--- config.mk ---
export PLATFORM = sky130hd
export DESIGN_NAME = vfilter_ntap
export DESIGN_NICKNAME = d
export VERILOG_FILES = /design/src/rtl/vfilter_pkg.sv /design/src/rtl/vfilter_round_clamp.sv /design/src/rtl/vfilter_ntap.sv
export SDC_FILE = /design/constraint.sdc
export NUM_CORES = 1
export LEC_CHECK = 0
export CAP_MARGIN = 20
export CORE_ASPECT_RATIO = 1.5
export CORE_MARGIN = 2
export CORE_UTILIZATION = 45
export CTS_CLUSTER_SIZE = 10
export DETAILED_ROUTE_END_ITERATION = 12
export MAX_ROUTING_LAYER = met4
export PLACE_DENSITY = 0.6
export SYNTH_ARGS = -nofsm -noshare
export SYNTH_HDL_FRONTEND = slang
export SYNTH_SLANG_ARGS = --single-unit
--- constraint.sdc ---
create_clock -name clk -period 6.2 [get_ports clk]
set_input_delay 1.86 -clock clk [delete_from_list [all_inputs] [get_ports clk]]
set_output_delay 1.86 -clock clk [all_outputs]
set_load 0.01 [all_outputs]
--- src/rtl/vfilter_pkg.sv ---
// Shared definitions for the vertical N-tap filter and its reusable
// round/clamp stage: default parameters, width helpers and the
// identity-coefficient generator.
package vfilter_pkg;

   localparam int DEF_DATA_WIDTH  = 8;
   localparam int DEF_TAP_NUMS    = 3;
   localparam int DEF_COEFF_WIDTH = 14;
   localparam int DEF_FRAC_BITS   = 12;

   // Upper bounds used to size the identity-coefficient constant vector.
   localparam int MAX_TAP_NUMS    = 9;
   localparam int MAX_COEFF_WIDTH = 32;
   localparam int IDENT_VEC_W     = MAX_TAP_NUMS * MAX_COEFF_WIDTH;

   // Zero-extended pixel (one extra sign bit) times a signed coefficient.
   function automatic int prod_width(input int dw, input int cw);
      return dw + cw + 1;
   endfunction

   // Sum of all taps; the extra $clog2 bits make overflow impossible.
   function automatic int sum_width(input int dw, input int cw, input int taps);
      return prod_width(dw, cw) + $clog2(taps);
   endfunction

   // Packed coefficient vector with 1.0 on the centre tap and 0 elsewhere.
   function automatic logic [IDENT_VEC_W-1:0] identity_coeffs(input int taps,
                                                              input int cw,
                                                              input int frac);
      return IDENT_VEC_W'(1) << ((taps / 2) * cw + frac);
   endfunction

endpackage

--- src/rtl/vfilter_round_clamp.sv ---
// Combinational round-half-up followed by saturation to the unsigned
// pixel range. Shared by the vertical and horizontal filter stages.
module vfilter_round_clamp #(
   parameter int IN_WIDTH   = 25,
   parameter int FRAC_BITS  = 12,
   parameter int DATA_WIDTH = 8
) (
   input  logic signed [IN_WIDTH-1:0] sum,
   output logic [DATA_WIDTH-1:0]      pix
);

   // One guard bit so adding the rounding constant can never wrap.
   localparam int EW = IN_WIDTH + 1;
   localparam logic signed [EW-1:0] HALF = EW'(1) <<< (FRAC_BITS - 1);

   logic signed [EW-1:0] ext;
   logic signed [EW-1:0] rnd;
   logic signed [EW-1:0] shf;

   // Round half up, then clamp: negative -> 0, above full scale -> all ones.
   always_comb begin
      ext = {sum[IN_WIDTH-1], sum};
      rnd = ext + HALF;
      shf = rnd >>> FRAC_BITS;
      if (shf[EW-1]) begin
         pix = '0;
      end else if (|shf[EW-2:DATA_WIDTH]) begin
         pix = '1;
      end else begin
         pix = shf[DATA_WIDTH-1:0];
      end
   end

endmodule

--- src/rtl/vfilter_ntap.sv ---
// N-tap vertical FIR over one pixel column. Four pipeline stages:
// S0 capture, S1 per-tap products, S2 sum, S3 round/clamp register.
// The centre tap travels alongside and leaves aligned with the result.
// Optional build macro VFILTER_COEFF_SHADOW_EN adds coeff_load_i and a
// coefficient shadow register that resets to the identity filter.
module vfilter_ntap
   import vfilter_pkg::*;
#(
   parameter int DATA_WIDTH  = DEF_DATA_WIDTH,
   parameter int TAP_NUMS    = DEF_TAP_NUMS,
   parameter int COEFF_WIDTH = DEF_COEFF_WIDTH,
   parameter int FRAC_BITS   = DEF_FRAC_BITS
) (
   input  logic                            clk,
   input  logic                            rst,
`ifdef VFILTER_COEFF_SHADOW_EN
   input  logic                            coeff_load_i,
`endif
   input  logic                            valid_i,
   output logic                            ready_o,
   input  logic [TAP_NUMS*DATA_WIDTH-1:0]  data_i,
   input  logic [TAP_NUMS*COEFF_WIDTH-1:0] coeff_i,
   output logic                            valid_o,
   input  logic                            ready_i,
   output logic [DATA_WIDTH-1:0]           data_o,
   output logic [DATA_WIDTH-1:0]           center_o
);

   localparam int PW     = prod_width(DATA_WIDTH, COEFF_WIDTH);
   localparam int SW     = sum_width(DATA_WIDTH, COEFF_WIDTH, TAP_NUMS);
   localparam int CENTER = TAP_NUMS / 2;
   localparam int DVW    = TAP_NUMS * DATA_WIDTH;
   localparam int CVW    = TAP_NUMS * COEFF_WIDTH;

   // Handshake: a column enters when valid_i & ready_o and a result leaves
   // when valid_o & ready_i. The whole pipe advances together on
   // en = ~valid_o | ready_i; with en low every stage register and valid
   // holds, so outputs are stable under backpressure and nothing is lost,
   // duplicated or reordered. ready_o is en, combinational from ready_i.
   logic en;
   assign en      = ~valid_o | ready_i;
   assign ready_o = en;

   logic                     s0_valid;
   logic [DVW-1:0]           s0_data;
   logic [CVW-1:0]           s1_coeff;

   logic                     s1_valid;
   logic signed [PW-1:0]     s1_prod [TAP_NUMS];
   logic [DATA_WIDTH-1:0]    s1_center;
   logic signed [PW-1:0]     prod_c [TAP_NUMS];

   logic                     s2_valid;
   logic signed [SW-1:0]     s2_sum;
   logic [DATA_WIDTH-1:0]    s2_center;
   logic signed [SW-1:0]     sum_c;

   logic [DATA_WIDTH-1:0]    rc_pix;

   // S0: capture the incoming column (valid 0 inserts a bubble).
   always_ff @(posedge clk or posedge rst) begin
      if (rst) begin
         s0_valid <= 1'b0;
         s0_data  <= '0;
      end else if (en) begin
         s0_valid <= valid_i;
         s0_data  <= data_i;
      end
   end

`ifdef VFILTER_COEFF_SHADOW_EN
   localparam logic [IDENT_VEC_W-1:0] IDENT_FULL =
      identity_coeffs(TAP_NUMS, COEFF_WIDTH, FRAC_BITS);
   localparam logic [CVW-1:0] IDENT = IDENT_FULL[CVW-1:0];

   logic [CVW-1:0] shadow;
   logic [CVW-1:0] s0_coeff;

   // Shadow load runs regardless of pipeline enable.
   always_ff @(posedge clk or posedge rst) begin
      if (rst) begin
         shadow <= IDENT;
      end else if (coeff_load_i) begin
         shadow <= coeff_i;
      end
   end

   // Snapshot the shadow with each column so a load on the accept cycle
   // only affects columns accepted afterwards.
   always_ff @(posedge clk or posedge rst) begin
      if (rst) begin
         s0_coeff <= IDENT;
      end else if (en) begin
         s0_coeff <= shadow;
      end
   end

   assign s1_coeff = s0_coeff;
`else
   assign s1_coeff = coeff_i;
`endif

   // Per-tap product: zero-extended pixel times signed coefficient.
   for (genvar k = 0; k < TAP_NUMS; k++) begin : g_tap
      logic signed [PW-1:0] pix_x;
      logic signed [PW-1:0] coef_x;
      assign pix_x     = signed'(PW'(s0_data[k*DATA_WIDTH +: DATA_WIDTH]));
      assign coef_x    = PW'($signed(s1_coeff[k*COEFF_WIDTH +: COEFF_WIDTH]));
      assign prod_c[k] = pix_x * coef_x;
   end

   // S1: register products and the centre pixel.
   always_ff @(posedge clk or posedge rst) begin
      if (rst) begin
         s1_valid  <= 1'b0;
         s1_center <= '0;
         for (int k = 0; k < TAP_NUMS; k++) begin
            s1_prod[k] <= '0;
         end
      end else if (en) begin
         s1_valid  <= s0_valid;
         s1_center <= s0_data[CENTER*DATA_WIDTH +: DATA_WIDTH];
         for (int k = 0; k < TAP_NUMS; k++) begin
            s1_prod[k] <= prod_c[k];
         end
      end
   end

   // Sign-extended sum of all products.
   always_comb begin
      sum_c = '0;
      for (int k = 0; k < TAP_NUMS; k++) begin
         sum_c = sum_c + SW'(s1_prod[k]);
      end
   end

   // S2: register the sum and centre pixel.
   always_ff @(posedge clk or posedge rst) begin
      if (rst) begin
         s2_valid  <= 1'b0;
         s2_sum    <= '0;
         s2_center <= '0;
      end else if (en) begin
         s2_valid  <= s1_valid;
         s2_sum    <= sum_c;
         s2_center <= s1_center;
      end
   end

   vfilter_round_clamp #(
      .IN_WIDTH   (SW),
      .FRAC_BITS  (FRAC_BITS),
      .DATA_WIDTH (DATA_WIDTH)
   ) u_round_clamp (
      .sum (s2_sum),
      .pix (rc_pix)
   );

   // S3: output register for the rounded, clamped pixel.
   always_ff @(posedge clk or posedge rst) begin
      if (rst) begin
         valid_o  <= 1'b0;
         data_o   <= '0;
         center_o <= '0;
      end else if (en) begin
         valid_o  <= s2_valid;
         data_o   <= rc_pix;
         center_o <= s2_center;
      end
   end

endmodule

After elaboration in Yosys (flattened, before gate mapping)
Index checks and enable logic that the tools add are counted.
- memory bits (writable): 0
- flip-flop bits (word level): 154
- memories kept: 0
- bits in latches: 0
- ROM bits: 0
- div/mod/pow operators: 0
- muxes and demuxes: 2
- shift operators: 0
- $add $sub $neg: 3
- magnitude comparators: 0
- equal/unequal tests: 0
- reduce and logical (&&, ||, !) cells: 1
- bitwise gates (word level): 2
- multipliers: 3
- operators with widths (kind ; count):
    $mul 9x14->23 ; 3
    $add 25x13->26 const B ; 1
    $add 24x23->25 ; 1
    $add 23x23->24 ; 1
    $mux 8 ; 2
    $reduce_or 6->1 ; 1
    $not 1->1 ; 1
    $or 1x1->1 ; 1

Logic depth before layout (Yosys ltp)
- depth in word-level cells: 4
- mapped depth: 19
- mapped depth without buffers: 18

By module
Synthesis repeated with hierarchy kept, for this count alone.
- cell total of the unflattened synthesis: 2309
- area, all modules: 19954.1 µm²
- modules (own cells, without submodules) (module ; cells an instance ; area each (µm²) ; seq. area each (µm²) ; instances):
    vfilter_ntap ; 2269 ; 19671.4 ; 3853.7 ; 1
    vfilter_round_clamp ; 40 ; 282.8 ; 0.0 ; 1

Worst setup path before layout
Ideal clock, no wire load.
- path kind: input port to flip-flop
- from: input port coeff_i[41]
- to: register s1_prod[20] (netlist bit)
- library setup time: 0.125 ns
- arrival time: 6.074 ns
- required time: 6.075 ns
- path buffers: 1
- setup slack: 0.001 ns
- stages: 17
- cells stage by stage: clkbuf_1 nand2_1 fa_1 fa_1 inv_1 fa_1 inv_1 fa_1 inv_1 ha_1 a21o_1 a21o_2 a21oi_1 o21ai_0 a31oi_2 xnor2_1 mux2_4
- word-level cells in the longest chain between the ends: 1
- ends and longest elaborated chain (item ; RTL line ; RTL):
    start: declaration ; vfilter_ntap.sv:22 ; input logic [TAP_NUMS*COEFF_WIDTH-1:0] coeff_i,
    $mul 9x14->23 ; vfilter_ntap.sv:109 ; assign prod_c[k] = pix_x * coef_x;
    end signal: indexed assignment ; vfilter_ntap.sv:124 ; s1_prod[k] <= prod_c[k];
    end: declaration ; vfilter_ntap.sv:49 ; logic signed [PW-1:0] s1_prod [TAP_NUMS];
Every way passes these cells.
A chain may end at the register's enable or synchronous reset.

Worst setup path in the final report
- from: input port coeff_i[19]
- to: register s1_prod[39] (netlist bit)
Same word-level chain as after synthesis.

==> out/results.ini <==
[sta]
hold_viol_final = 0
finalCritPeriodShare_pct = 98.16
finClkSkew_ns = 0.01472
min_period_ns = 6.086
tightest_slew_ns = 0.9561
worst_slack_ns = 0.1140
slew_headroom_pct = 36.26
slew_violations = 0
clock.fmax_mhz = 164.3
setup_tns_ns = 0
setup_violations = 0

[synth]
synth_top_family_by_area = adder cells
synth-simple-area-share_pct = 18.22
syn_area_per_cell_um2 = 8.726
synthAdderAreaFrac_pct = 41.10
ys_seq_area_share_pct = 18.68
async_flop_share_pct = 100.0
yosys_warnings = 0
syn_area_um2 = 19150
syn_nets = 2719
yosysUniqueCellTypes = 68
synth_ff_type = dfrtp_1
postSynthCellCount = 2195
synthXorXnorAreaFrac_pct = 3.064
synth_compound_area_share_pct = 8.851
synth_edf_count = 0
synth_mux_area_share_pct = 0.1829
ys_ff_latch = 143

[final_layout]
diodes = 0
drive_above_1_share_pct = 11.64
syn_to_final_growth_pct = 19.43
layout_commonest_cell = nand2_1
final_net_count = 2968
mostFrequentLayoutCells = nand2_1, inv_1, fa_1, buf_4, ha_1

[floorplan]
die_w_um = 172.5
core_um2 = 42020
placementRows = 92
dieArea_um2 = 44270
initial_core_util_pct = 45.59
die_h_um = 256.7
io-pin-count = 88

[run_status]
outcome = finished clean

[min_path]
min_from = s2_valid
min-delay-path-class = reg2reg

[routing]
vias = 14850
drtPass1Iterations = 5
ant_nets = 0
drt_iter0_markers = 445
via_per_inst = 4.917
drc = 0
drt-total-wl_um = 42010
wire_per_inst_um = 13.90

[cts]
cts_root_buf = clkbuf_16
worstSkewPairLatency_ns = 0.45
clk_path_buf_depth = 2
cts.sinks = 143
cts_tree = done
hold_buffers = 0
cts_buffers = 17
htree_levels = 4
clk_pin_slew_ns = 0.07

[worst_setup_path]
critPathTopFamily = adder cells
cp-start-kind = primary input
reg2reg_from = s0_data[9]
startpoint = coeff_i[19]
slowest_stage = fa_1
crit_top_cell = fa_1
slowest_delay_ns = 0.58
crit_required_ns = 6.48
worstPathArrival_ns = 6.37
cp.buffers_inverters = 4
critPathMaxFanout = 7
crit_type = in2reg
cp-end-kind = flop
crit_chain = clkdlybuf4s50_1, buf_4, nand2_1, fa_1, fa_1, fa_1, fa_1, inv_1, ha_1, and2_1, o21ai_1, nand3_1, a311oi_2, a21oi_2, xnor2_2, buf_4, a21oi_1

[place]
gp_congestion = 0.8560
dp_worst_setup_slack_ns = -0.6161
io_buffers = 87
hpwl_um = 34580

[grt]
globalRoute.totalOverflow = 0
antenna_found_initial = 0
grt_pass1_vias = 16050
grt_pass1_wl_um = 73460
grt_max_degree = 146
gr-usage-all-layers_pct = 21.02

[run]
maxCapViolations = 0

## sequential cells by signal, summed over array words and instances (netlist names)
name       cells
s1_prod       69
s0_data       24
s2_sum        14
center_o       8
data_o         8
s1_center      8
s2_center      8
s0_valid       1
s1_valid       1
s2_valid       1
valid_o        1
## cells in the mapped netlist, types with 6 or more instances
master / instances / area, um2
nand2_1: 454 / 1704
inv_1: 439 / 1648
fa_1: 292 / 5846
ha_1: 162 / 2027
and2_1: 159 / 994.7
dfrtp_1: 143 / 3578
a21oi_1: 80 / 400.4
nor2_1: 60 / 225.2
clkbuf_1: 58 / 217.7
o21ai_0: 55 / 275.3
xnor2_1: 38 / 332.8
xor2_1: 29 / 254.0
a21o_1: 27 / 202.7
nand3_1: 18 / 90.09
a211oi_1: 12 / 90.09
a31oi_1: 11 / 68.82
and3_1: 10 / 62.56
nor3_1: 10 / 50.05
o31ai_1: 9 / 67.56
a22o_1: 8 / 70.07
nor2b_1: 8 / 50.05
o211ai_1: 8 / 60.06
o21a_1: 8 / 60.06
nand2b_1: 7 / 43.79
nand4_1: 7 / 43.79
nor4_1: 6 / 37.54
## cells by family after synthesis
family                     count (synthesis)
buffers and inverters                    503
DFF                                      143
muxes                                      3
AOI/OAI and AO/OA                        261
xor gates and xnor gates                  67
and+or+nand+nor                          764
adders and majority gates                454
## routing by layer
layer | GRT usage (%) | up-vias | part of all wire, %
li1 | - | 7253 | -
met1 | 23.68 | 7358 | 40
met2 | 38.73 | 176 | 56
met3 | 2.423 | 66 | 2.1
met4 | 5.812 | 0 | 1.9
met5 | - | - | 0
## final timing paths
| path | endpoint | slack, ns | cells past startpoint |
|---|---|---|---|
| max | s1_prod[39] | 0.11 | 17 |
| min | s2_valid | 0.46 | 2 |
| max reg2reg | s1_prod[39] | 1.18 | 17 |
| min reg2reg | s2_valid | 0.46 | 2 |
| max in group asynchronous | data_o[4] | 3.22 | 3 |
| min in group asynchronous | s0_data[17] | 1.93 | 2 |
## metrics by stage
step	hold slack (ns)	instances	instance area, um2	util, %
final	0.4589	3021	22880	54.45
after global routing	0.4798	3021	22880	54.45
after global placement	0.4439	2983	22030	52.43
after floorplan	0.4300	2195	19150	-
after detailed placement	0.4467	2983	22030	52.43
after CTS	0.4634	3016	22660	53.93
## worst reg2reg max path, cell delays in order, from the launching register on
cell	delay [ns]
dfrtp_1	0.79
nand2_1	0.17
fa_1	0.53
inv_1	0.05
fa_1	0.49
inv_1	0.05
fa_1	0.49
fa_1	0.54
inv_1	0.06
ha_1	0.28
and2_1	0.16
o21ai_1	0.16
nand3_1	0.16
a311oi_2	0.40
a21oi_2	0.12
xnor2_2	0.21
buf_4	0.14
a21oi_1	0.05
## repair_timing
item	CTS	global route
setup endpoints to repair	10	27
gates resized for setup	6	54
setup buffers	1	5
pin swaps	1	26
## area by class of cell
| cell class | instances | area [um2] |
|---|---|---|
| Clock buffer | 17 | 425.4 |
| Clock inverter | 15 | 186.4 |
| Fill cell | 3951 | 19140 |
| Inverter | 440 | 1659 |
| Multi-Input combinational cell | 1549 | 13840 |
| Sequential cell | 143 | 3578 |
| Tap cell | 564 | 705.7 |
| Timing Repair Buffer | 293 | 2480 |
Power is left out: the tool's default activity adds up to more than one toggle a clock period on the data nets, which glitch-free logic cannot reach.
